File: src/rtl/rom_fetch_unit_if.sv
// Decode-side instruction handshake of the ROM fetch unit.
// Master presents the FIFO head; slave (decode) returns ready.
interface rom_fetch_unit_if #(
   parameter int ADDR_W = 16,
   parameter int DATA_W = 16
);
   logic              instr_valid;
   logic [DATA_W-1:0] instr_data;
   logic [ADDR_W-1:0] instr_pc;
   logic              instr_ready;

   modport master (
      output instr_valid,
      output instr_data,
      output instr_pc,
      input  instr_ready
   );

   modport slave (
      input  instr_valid,
      input  instr_data,
      input  instr_pc,
      output instr_ready
   );
endinterface

File: src/rtl/rom_fetch_unit.sv
// Program-ROM fetch unit: PC, in-flight tracking, prefetch FIFO, redirect.
// Define ROM_OUTREG_EN for a ROM with registered output (read latency 2).
module rom_fetch_unit #(
   parameter int ADDR_W     = 16,
   parameter int DATA_W     = 16,
   parameter int FIFO_DEPTH = 4,
   parameter int RESET_PC   = 0
) (
   input  logic               clk,
   input  logic               rst_n,
   output logic [ADDR_W-1:0]  rom_address,
   input  logic [DATA_W-1:0]  rom_q,
   input  logic               redirect_valid,
   input  logic [ADDR_W-1:0]  redirect_pc,
   rom_fetch_unit_if.master   dec,
   output logic [15:0]        fetch_count
);

`ifdef ROM_OUTREG_EN
   localparam int LAT = 2;
`else
   localparam int LAT = 1;
`endif
   localparam int PW = $clog2(FIFO_DEPTH);
   localparam int CW = PW + 1;

   logic [ADDR_W-1:0] r_pc;
   logic [LAT-1:0]    r_ifv;
   logic [ADDR_W-1:0] r_iftag [LAT];

   logic [DATA_W-1:0] r_mem_d [FIFO_DEPTH];
   logic [ADDR_W-1:0] r_mem_a [FIFO_DEPTH];
   logic [PW-1:0]     r_wptr;
   logic [PW-1:0]     r_rptr;
   logic [CW-1:0]     r_count;
   logic [DATA_W-1:0] r_last_d;
   logic [ADDR_W-1:0] r_last_a;
   logic [15:0]       r_fcnt;

   logic [CW:0]       w_nif;
   logic [CW:0]       w_used;
   logic              w_issue;
   logic              w_push;
   logic              w_pop;
   logic              w_valid;

   // Credit covers words already buffered plus reads still in flight.
   always_comb begin
      w_nif = '0;
      for (int i = 0; i < LAT; i++) begin
         w_nif = w_nif + {{CW{1'b0}}, r_ifv[i]};
      end
      w_used  = {1'b0, r_count} + w_nif;
      w_issue = !redirect_valid && (w_used < (CW+1)'(FIFO_DEPTH));
      w_valid = (r_count != '0);
      w_push  = r_ifv[LAT-1];
      w_pop   = w_valid && dec.instr_ready;
   end

   always_ff @(posedge clk or negedge rst_n) begin
      if (!rst_n) begin
         r_pc  <= ADDR_W'(RESET_PC);
         r_ifv <= '0;
         for (int i = 0; i < LAT; i++) r_iftag[i] <= '0;
      end else if (redirect_valid) begin
         r_pc  <= redirect_pc;
         r_ifv <= '0;
      end else begin
         if (w_issue) r_pc <= r_pc + 1'b1;
         r_ifv[0]   <= w_issue;
         r_iftag[0] <= r_pc;
         for (int i = 1; i < LAT; i++) begin
            r_ifv[i]   <= r_ifv[i-1];
            r_iftag[i] <= r_iftag[i-1];
         end
      end
   end

   always_ff @(posedge clk or negedge rst_n) begin
      if (!rst_n) begin
         r_wptr  <= '0;
         r_rptr  <= '0;
         r_count <= '0;
         for (int i = 0; i < FIFO_DEPTH; i++) begin
            r_mem_d[i] <= '0;
            r_mem_a[i] <= '0;
         end
      end else if (redirect_valid) begin
         r_wptr  <= '0;
         r_rptr  <= '0;
         r_count <= '0;
      end else begin
         if (w_push) begin
            r_mem_d[r_wptr] <= rom_q;
            r_mem_a[r_wptr] <= r_iftag[LAT-1];
            r_wptr          <= r_wptr + 1'b1;
         end
         if (w_pop) r_rptr <= r_rptr + 1'b1;
         if (w_push && !w_pop) r_count <= r_count + 1'b1;
         else if (!w_push && w_pop) r_count <= r_count - 1'b1;
      end
   end

   // Remember the last shown head so outputs hold while the FIFO is empty.
   always_ff @(posedge clk or negedge rst_n) begin
      if (!rst_n) begin
         r_last_d <= '0;
         r_last_a <= '0;
         r_fcnt   <= '0;
      end else begin
         if (w_valid) begin
            r_last_d <= r_mem_d[r_rptr];
            r_last_a <= r_mem_a[r_rptr];
         end
         if (!redirect_valid && w_pop) r_fcnt <= r_fcnt + 16'd1;
      end
   end

   assign rom_address     = r_pc;
   assign dec.instr_valid = w_valid;
   assign dec.instr_data  = w_valid ? r_mem_d[r_rptr] : r_last_d;
   assign dec.instr_pc    = w_valid ? r_mem_a[r_rptr] : r_last_a;
   assign fetch_count     = r_fcnt;

endmodule

File: src/flat_wrapper.sv
// flat-port wrapper written by rule: the top's interface ports become plain ports
module rom_fetch_unit_flat 
#(
   parameter int ADDR_W     = 16,
   parameter int DATA_W     = 16,
   parameter int FIFO_DEPTH = 4,
   parameter int RESET_PC   = 0
)
  (clk, rst_n, rom_address, rom_q, redirect_valid, redirect_pc, fetch_count, dec_instr_valid, dec_instr_data, dec_instr_pc, dec_instr_ready);
  rom_fetch_unit_if #(.ADDR_W(ADDR_W), .DATA_W(DATA_W)) dec_i ();
  input  logic clk;
  input  logic rst_n;
  output logic [ADDR_W-1:0] rom_address;
  input  logic [DATA_W-1:0] rom_q;
  input  logic redirect_valid;
  input  logic [ADDR_W-1:0] redirect_pc;
  output logic [15:0] fetch_count;
  output wire logic [$bits(dec_i.instr_valid)-1:0] dec_instr_valid;
  output wire logic [$bits(dec_i.instr_data)-1:0] dec_instr_data;
  output wire logic [$bits(dec_i.instr_pc)-1:0] dec_instr_pc;
  input wire logic [$bits(dec_i.instr_ready)-1:0] dec_instr_ready;
  assign dec_instr_valid = dec_i.instr_valid;
  assign dec_instr_data = dec_i.instr_data;
  assign dec_instr_pc = dec_i.instr_pc;
  assign dec_i.instr_ready = dec_instr_ready;
  rom_fetch_unit #(.ADDR_W(ADDR_W), .DATA_W(DATA_W), .FIFO_DEPTH(FIFO_DEPTH), .RESET_PC(RESET_PC)) u_core (.clk(clk), .rst_n(rst_n), .rom_address(rom_address), .rom_q(rom_q), .redirect_valid(redirect_valid), .redirect_pc(redirect_pc), .dec(dec_i), .fetch_count(fetch_count));
endmodule
File: config.mk
export PLATFORM = sky130hd
export DESIGN_NAME = rom_fetch_unit_flat
export DESIGN_NICKNAME = d
export VERILOG_FILES = /design/src/rtl/rom_fetch_unit_if.sv /design/src/rtl/rom_fetch_unit.sv /design/src/flat_wrapper.sv
export SDC_FILE = /design/constraint.sdc
export NUM_CORES = 1
export LEC_CHECK = 0
export ABC_CLOCK_PERIOD_IN_PS = 3100
export BUFFER_PORTS_ARGS = -buffer_cell sky130_fd_sc_hd__buf_2
export CAP_MARGIN = 40
export CORE_MARGIN = 2
export CORE_UTILIZATION = 48
export CTS_CLUSTER_SIZE = 30
export DETAILED_ROUTE_END_ITERATION = 16
export GPL_ROUTABILITY_DRIVEN = 0
export PLACE_DENSITY = 0.67
export SLEW_MARGIN = 20
export SYNTH_ARGS = -nofsm -noshare
export SYNTH_HDL_FRONTEND = slang
export SYNTH_SLANG_ARGS = --single-unit
File: constraint.sdc
create_clock -name clk -period 3.1 [get_ports clk]
set_input_delay 0.62 -clock clk [delete_from_list [all_inputs] [get_ports clk]]
set_output_delay 0.62 -clock clk [all_outputs]
set_load 0.005 [all_outputs]
==> summary.md, run 1 <==
The run finished with clean final reports. The routed layout has 5504 vias. For the pin with the worst max-slew slack, the measured transition is 0.7406 ns. The total overflow reported by the global router is 0, and the achievable clock frequency is 354.2 MHz. Counting tap cells, the placed design contains a total of 973 instances.

When the netlist entered floorplanning its net count stood at 669. The number of cells on the worst reg-to-reg path is 4. Across the run, the number of max-cap violations was 0. TritonCTS built the clock tree.

The worst flop-to-flop path startpoint is u_core.r_ifv. Relative to the synthesized area, the layout overhead comes to 17.81%. The area share of the largest cell type after synthesis came out at 0.5821.

Endpoint of the worst register-to-register path: u_core.rom_address[15]. The floorplan core area is 18830 sq um. The post-layout net count came out at 782. The count of cells resized by post-cts repair is 0. The worst setup path is of the flop to output port kind. Total wirelength of the detailed-routed design: 18.80 mm. The tools report the total count of hold-check failures in the final report as 0.

In the layout the commonest cells are dfrtp_1 (215), mux2_2 (174), buf_2 (99). In this design, the stage delay of the slowest critical-path cell is 0.56 ns. The signal on the critical path passes through buf_4, mux4_2, mux2_2, buf_2. The detailed router finished its first iteration with 156 violations. After routing the design area is 10940 sq um.

Count of buffers from port buffering: 100. Among all stages on the critical path, the largest delay is contributed by mux4_2. The number of top-level pins is 101. The tightest slew margin relative to the limit came out at 0.5063. The run gives 0 ns as the final sum of negative setup slack. In this run the clock root is driven by a clkbuf_16. A synthesized cell averages 14.83 sq um. Measured along the x axis, the die boundary spans 143.1 microns. Counting both buffers and inverters, the worst setup path holds a total of 2. In this run the cell area measured after placement is 10160 sq um. Async set or reset register ratio after synthesis: 1.000. The arrival time of the worst setup path was 2.20 ns. The number of distinct standard cells referenced by the synthesized netlist is 39, and the via count of the first global-routing pass is 5986. The setup violation total in the final timing report is 0. Leaving out fill and tap cells, the most frequent cell in the layout is dfrtp_1. The dominant cell type by area after synthesis was dfrtp_1. The tree built by TritonCTS fans out to 216 sinks.

The count of nets left with antenna violations once routing finished came out at 0. The die is 143.1 microns tall. In this run the post-CTS setup repair buffer count came out at 0. The global-route wire length before repair is 30.82 mm. In this run the worst hold path is classified as primary input to async pin. Synthesis inferred 216 register bits. For the total CTS buffers, the log shows 24. Between clock sinks in the finished design, the worst skew comes to 0.01052 ns. STA classifies the critical path endpoint as an output port. The main flop type after synthesis was dfrtp_1. The run gives 0.5821 as the post-synthesis sequential area ratio. No sink is reached through more buffers than the 3 on the longest clock path. During synthesis, Yosys emitted a total of 0 warnings. After detailed routing, the number of remaining DRC violations is 0. The portion of the clock cycle consumed by the worst path in the final layout was 0.9106.

By area the synthesized netlist is led by dfrtp_1 (58%), mux2_2 (21%), mux4_2 (7.8%). The number of levels in the clock H-tree was 1; the leakage power of the design was 0.005020 uW. Summing every instance area after synthesis gives 9286 sq um. OpenSTA, run right after detailed placement, puts the worst setup slack at 0.7835 ns. The clock transition time at the flip-flop clock pins of the worst setup and hold paths works out to 0.06 ns.

The worst register-to-register path has a setup slack of 1.11 ns. Of all nets on the critical path, the largest fanout is 17. Among cell families on the critical path, the largest total delay comes from multiplexers. The logs give 0.4932 for the starting density of the core and 0 for the final number of max-transition violations. The routed length per instance works out to 18.59 microns. The layout cell share with drive strength beyond 1 works out to 0.4874. Setup repair after global routing left no endpoint under its margin.

After clock tree synthesis, the flow added hold-fix buffers numbering 0. The tools report the type of element launching the critical path as a flop. At the worst endpoint, the required time is 2.48 ns. IR analysis of the VDD net gives a maximum drop of 0.0004861 V.

The clock period minus final worst setup slack was 2.823 ns. Synthesis produced a netlist whose cell count is 626. Initial antenna violation count: 0. Dividing total power by cell area gives a power density of 1018 nW/um^2. The combined global-route utilization of all metal layers is 0.1917. Clock latency on the worst-skew pair, taken at its later pin, is 0.51 ns. The maximum number of pins on one net before global-route repair was 91; the detail-routed via count per cell was 5.444. The iteration count of the initial detailed-routing pass was 6; the number of non-filler instances in the completed layout was 1011. The post-route worst setup slack is 0.2771 ns.

Summed over all nets, the half-perimeter wirelength after detailed placement is 12.22 mm. The number of antenna diodes came out at 0. The floorplan step defined a die boundary enclosing 20470 sq um. Row generation in the floorplan step produced 50 rows.

The synthesized design contains 0 enable-type register cells.
-- worst register-to-register path, stage by stage, from the launching register on --
cell	delay [ns]
dfrtp_1	0.52
a31o_2	0.37
or3_1	0.44
or4_1	0.40
a31oi_1	0.18
-- stage by stage --
step	utilization	power (uW)	hold slack [ns]
finish	0.5810	11130	0.1779
CTS	0.5810	11300	0.2086
global placement	0.5397	8209	0.4555
detailed placement	0.5397	8463	0.4623
floorplan	-	7119	0.3244
global route	0.5810	11860	0.2341
-- synthesized netlist by cell type (all sizes together) (2+ instances only) --
cell	number
dfrtp	216
mux2	174
mux4	32
nand2	31
buf	22
xnor2	20
o21ai	14
inv	13
nor2	12
clkbuf	10
nand3	10
nor3	8
xor2	8
nand4	7
ha	6
nor4	6
mux2i	4
a211oi	3
a31oi	3
nor2b	3
or3	3
a21o	2
a22oi	2
and2	2
and3	2
and4	2
o31ai	2
or4	2
-- how the worst max path moves through the flow --
stage                           from                end  cells after the start
CTS                 u_core.r_rptr[0]    dec_instr_pc[0]                      4
global placement    u_core.r_rptr[0]    dec_instr_pc[0]                      4
floorplan           u_core.r_rptr[0]  dec_instr_data[0]                      4
global route        u_core.r_rptr[0]    dec_instr_pc[4]                      4
detailed placement  u_core.r_rptr[0]    dec_instr_pc[0]                      4
finish              u_core.r_rptr[0]    dec_instr_pc[4]                      4
-- layer usage --
layer,GRT usage,wire [microns],vias to the layer above
met1,0.2557,8294,2866
met4,0.04586,297,0
met2,0.3276,9405,122
met5,0,0,-
li1,-,-,2491
met3,0.03521,799,25
-- power breakdown --
part / switching [uW] / internal (uW)
registers: 659 / 3970
logic: 1530 / 2190
clock network: 1070 / 1710
-- cell families after synthesis --
group                      synth area share
AOI/OAI and AO/OA                   0.02007
xor gates and xnor gates            0.02641
adders and majority gates           0.01024
buffers and inverters               0.01954
DFF                                  0.5821
muxes                                0.2929
and+or+nand+nor                     0.04878
-- registers in the layout (all words and copies together), names as in the netlist --
name / count
u_core.fetch_count: 16
u_core.r_count: 3
u_core.r_iftag: 16
u_core.r_ifv: 1
u_core.r_last_a: 16
u_core.r_last_d: 16
u_core.r_mem_a: 64
u_core.r_mem_d: 64
u_core.r_rptr: 2
u_core.r_wptr: 2
u_core.rom_address: 16
-- final cells by class --
class	instances	area (sq um)
well taps	260	325.3
inverters	13	48.80
flip-flops and latches	216	5406
repair buffers	119	676.9
fillers	1489	7890
clock inverters	7	90.09
multi-input cells	365	3705
clock buffers	31	688.2
Note: power is estimated with default switching activity, not from simulation.
==> inputs of run 2 (changes only) <==
ABC_CLOCK_PERIOD_IN_PS = 2900   (was 3100)
clock period = 2.9 ns   (was 3.1 ns; I/O delays follow)
==> summary.md, run 2 (synthesis gave the netlist of run 1 again) <==
The detail-routed via count per cell was 5.426 (was 5.444); the total count of hold-check failures in the final report was 0 (unchanged). The post-route worst setup slack was 0.1707 ns (was 0.2771 ns). Critical setup path kind: flop to output port (unchanged). The tightest slew margin relative to the limit came out at 0.5858 (was 0.5063). The kind of capture point of the worst setup path is an output port (unchanged).

The tools report the worst slack at placement as 0.4951 ns (was 0.7835 ns). The tools report the number of top-level pins as 101 (unchanged). TritonCTS built the clock tree. The maximum net fanout on the critical path works out to 14 (was 17). The logs give 0 (unchanged) for the setup violation total in the final timing report and 0.3301 (was 0.3276) for the met2 capacity usage during global routing. For the detailed router's first-iteration violation count, the log shows 220 (was 156). Detailed placer's ending HPWL: 12.72 mm (was 12.22 mm). For the worst-skew pair later-pin latency, the log shows 0.51 ns (about the same).

The type of element launching the critical path is a flop (unchanged). The run gives 0 (unchanged) as the post-route DRC violation count. The tools report the worst flop-to-flop path startpoint as u_core.r_ifv (unchanged). The starting density of the core was 0.4932 (unchanged); the global-route wire length before repair was 31.46 mm (was 30.82 mm). The measured slew at the worst slew-check pin is 0.6183 ns (was 0.7406 ns). The tools report the via count of the first global-routing pass as 5957 (was 5986). Leakage power of the design: 0.005062 uW (was 0.005020 uW).

Leading cell type in the layout, fill and taps excluded: dfrtp_1 (unchanged). For the combined global-route utilization of all metal layers, the log shows 0.1943 (was 0.1917). The tools report the floorplan core area as 18830 sq um (unchanged). Post-layout net count: 790 (was 782). The peak ir drop on the vdd network came out at 0.0004312 V (was 0.0004861 V). Routed length per instance: 18.69 microns (was 18.59 microns). The tools report the cell at the root of the clock tree as clkbuf_16 (unchanged). The logs give 20470 sq um (unchanged) for the area of the die and 2.32 ns (was 2.48 ns) for the data required time at the worst endpoint.

The largest clock skew in the final design is 0.008140 ns (was 0.01052 ns). The iteration count of the initial detailed-routing pass was 5 (was 6); the total wirelength of the detailed-routed design was 19.12 mm (was 18.80 mm). Leading registers by flop count: u_core.r_mem_a: 64 flops, u_core.r_mem_d: 64 flops (unchanged). The number of buffers added to fix hold violations after cts came out at 0 (unchanged). The logs give 0 (unchanged) for the initial antenna violation count and 0 (unchanged) for the final number of max-transition violations.

The fraction of met1 tracks used by global routing was 0.2616 (was 0.2557). The number of antenna diodes was 0 (unchanged). The global-route layer with the greatest usage was met2 (unchanged). The number of levels in the clock H-tree was 1 (unchanged); the count of buffers from port buffering was 100 (unchanged).

Total CTS buffers: 24 (unchanged). The portion of the clock cycle consumed by the worst path in the final layout was 0.9411; the final sum of negative setup slack was 0 ns (unchanged). The residual antenna-violating net count after detailed routing is 0 (unchanged).

Worst min-delay path class: primary input to async pin (unchanged). The logs give 0 (unchanged) for the max capacitance violation total and 3 (unchanged) for the deepest clock path buffer count. The total overflow reported by the global router was 0 (unchanged); the layout cell share with drive strength beyond 1 was 0.4875 (was 0.4874). Met3 capacity usage during global routing: 0.03488 (was 0.03521). Most used cells in the layout excluding fill and tap cells: dfrtp_1 (215), mux2_2 (174), buf_2 (99) (unchanged).

The launching element of the worst setup path was u_core.r_rptr[0] (unchanged). The run gives 2.15 ns (was 2.20 ns) as the arrival time of the worst setup path. The width of the die works out to 143.1 microns (unchanged). The post-synthesis to final-layout area growth is 18.59% (was 17.81%).

The tools report the total clock sinks as 216 (unchanged). The tools report the number of cell rows as 50 (unchanged). Floorplan die height: 143.1 microns (unchanged). The maximum number of pins on one net before global-route repair was 70 (was 91). The clock transition time at the flip-flop clock pins of the worst setup and hold paths came out at 0.06 ns (about the same). The clock period could shrink to 2.729 ns. The worst hold margin was 0.04014 ns (was 0.1779 ns); the total number of vias was 5551 (was 5504). The run finished with clean final reports. The power per cell area is 1084 nW/um^2 (was 1018 nW/um^2).

Derived from the worst setup path, the maximum achievable clock frequency is 366.4 MHz. Setup repair after global routing left no endpoint under its margin.
run 2: routing by layer:
metal	vias up	wire [microns]
met5	-	0
met4	0	377
met3	32	870
met2	135	9236
met1	2871	8638
li1	2513	-
run 2: cell type report:
class | instances | area [sq um]
Clock buffer | 38 | 724.4
Clock inverter | 4 | 26.28
Fill cell | 1490 | 7818
Inverter | 13 | 48.80
Multi-Input combinational cell | 365 | 3705
Sequential cell | 216 | 5409
Tap cell | 260 | 325.3
Timing Repair Buffer | 127 | 774.5
run 2: critical path, stage by stage (launching register included):
cell and delay [ns]:
dfrtp_4 0.48, buf_12 0.19, mux4_2 0.54, mux2_2 0.29, buf_2 0.13
run 2: path summary, 6_finish.rpt:
kind / to / slack, ns / depth (start not counted)
min in group clk: u_core.rom_address[8] / 0.27 / 3
hold reg to reg: u_core.fetch_count[15] / 0.48 / 1
setup reg to reg: u_core.rom_address[11] / 0.92 / 4
hold / removal: u_core.r_mem_d[39] / 0.04 / 1
max in group asynchronous: u_core.r_rptr[0] / 1.97 / 2
setup / recovery: dec_instr_pc[11] / 0.17 / 4
run 2: repair_timing:
item / in CTS / in global routing
setup endpoints to repair: 18 / 14
buffers inserted: 0 / 4
resized for setup: 1 / 0
run 2: through the flow:
step	power [uW]	std cells	utilization	instance area (sq um)
5_1_grt	12690	1023	0.5849	11010
2_1_floorplan	7610	626	-	9286
3_3_place_gp	8873	977	0.5433	10230
6_report	11940	1023	0.5849	11010
3_5_place_dp	9124	977	0.5433	10230
4_1_cts	12050	1019	0.5833	10980
run 2: where the power goes:
part	total (uW)	switching, uW	internal (uW)
combinational	4070	1620	2450
clock	2880	1170	1710
sequential	4990	738	4250
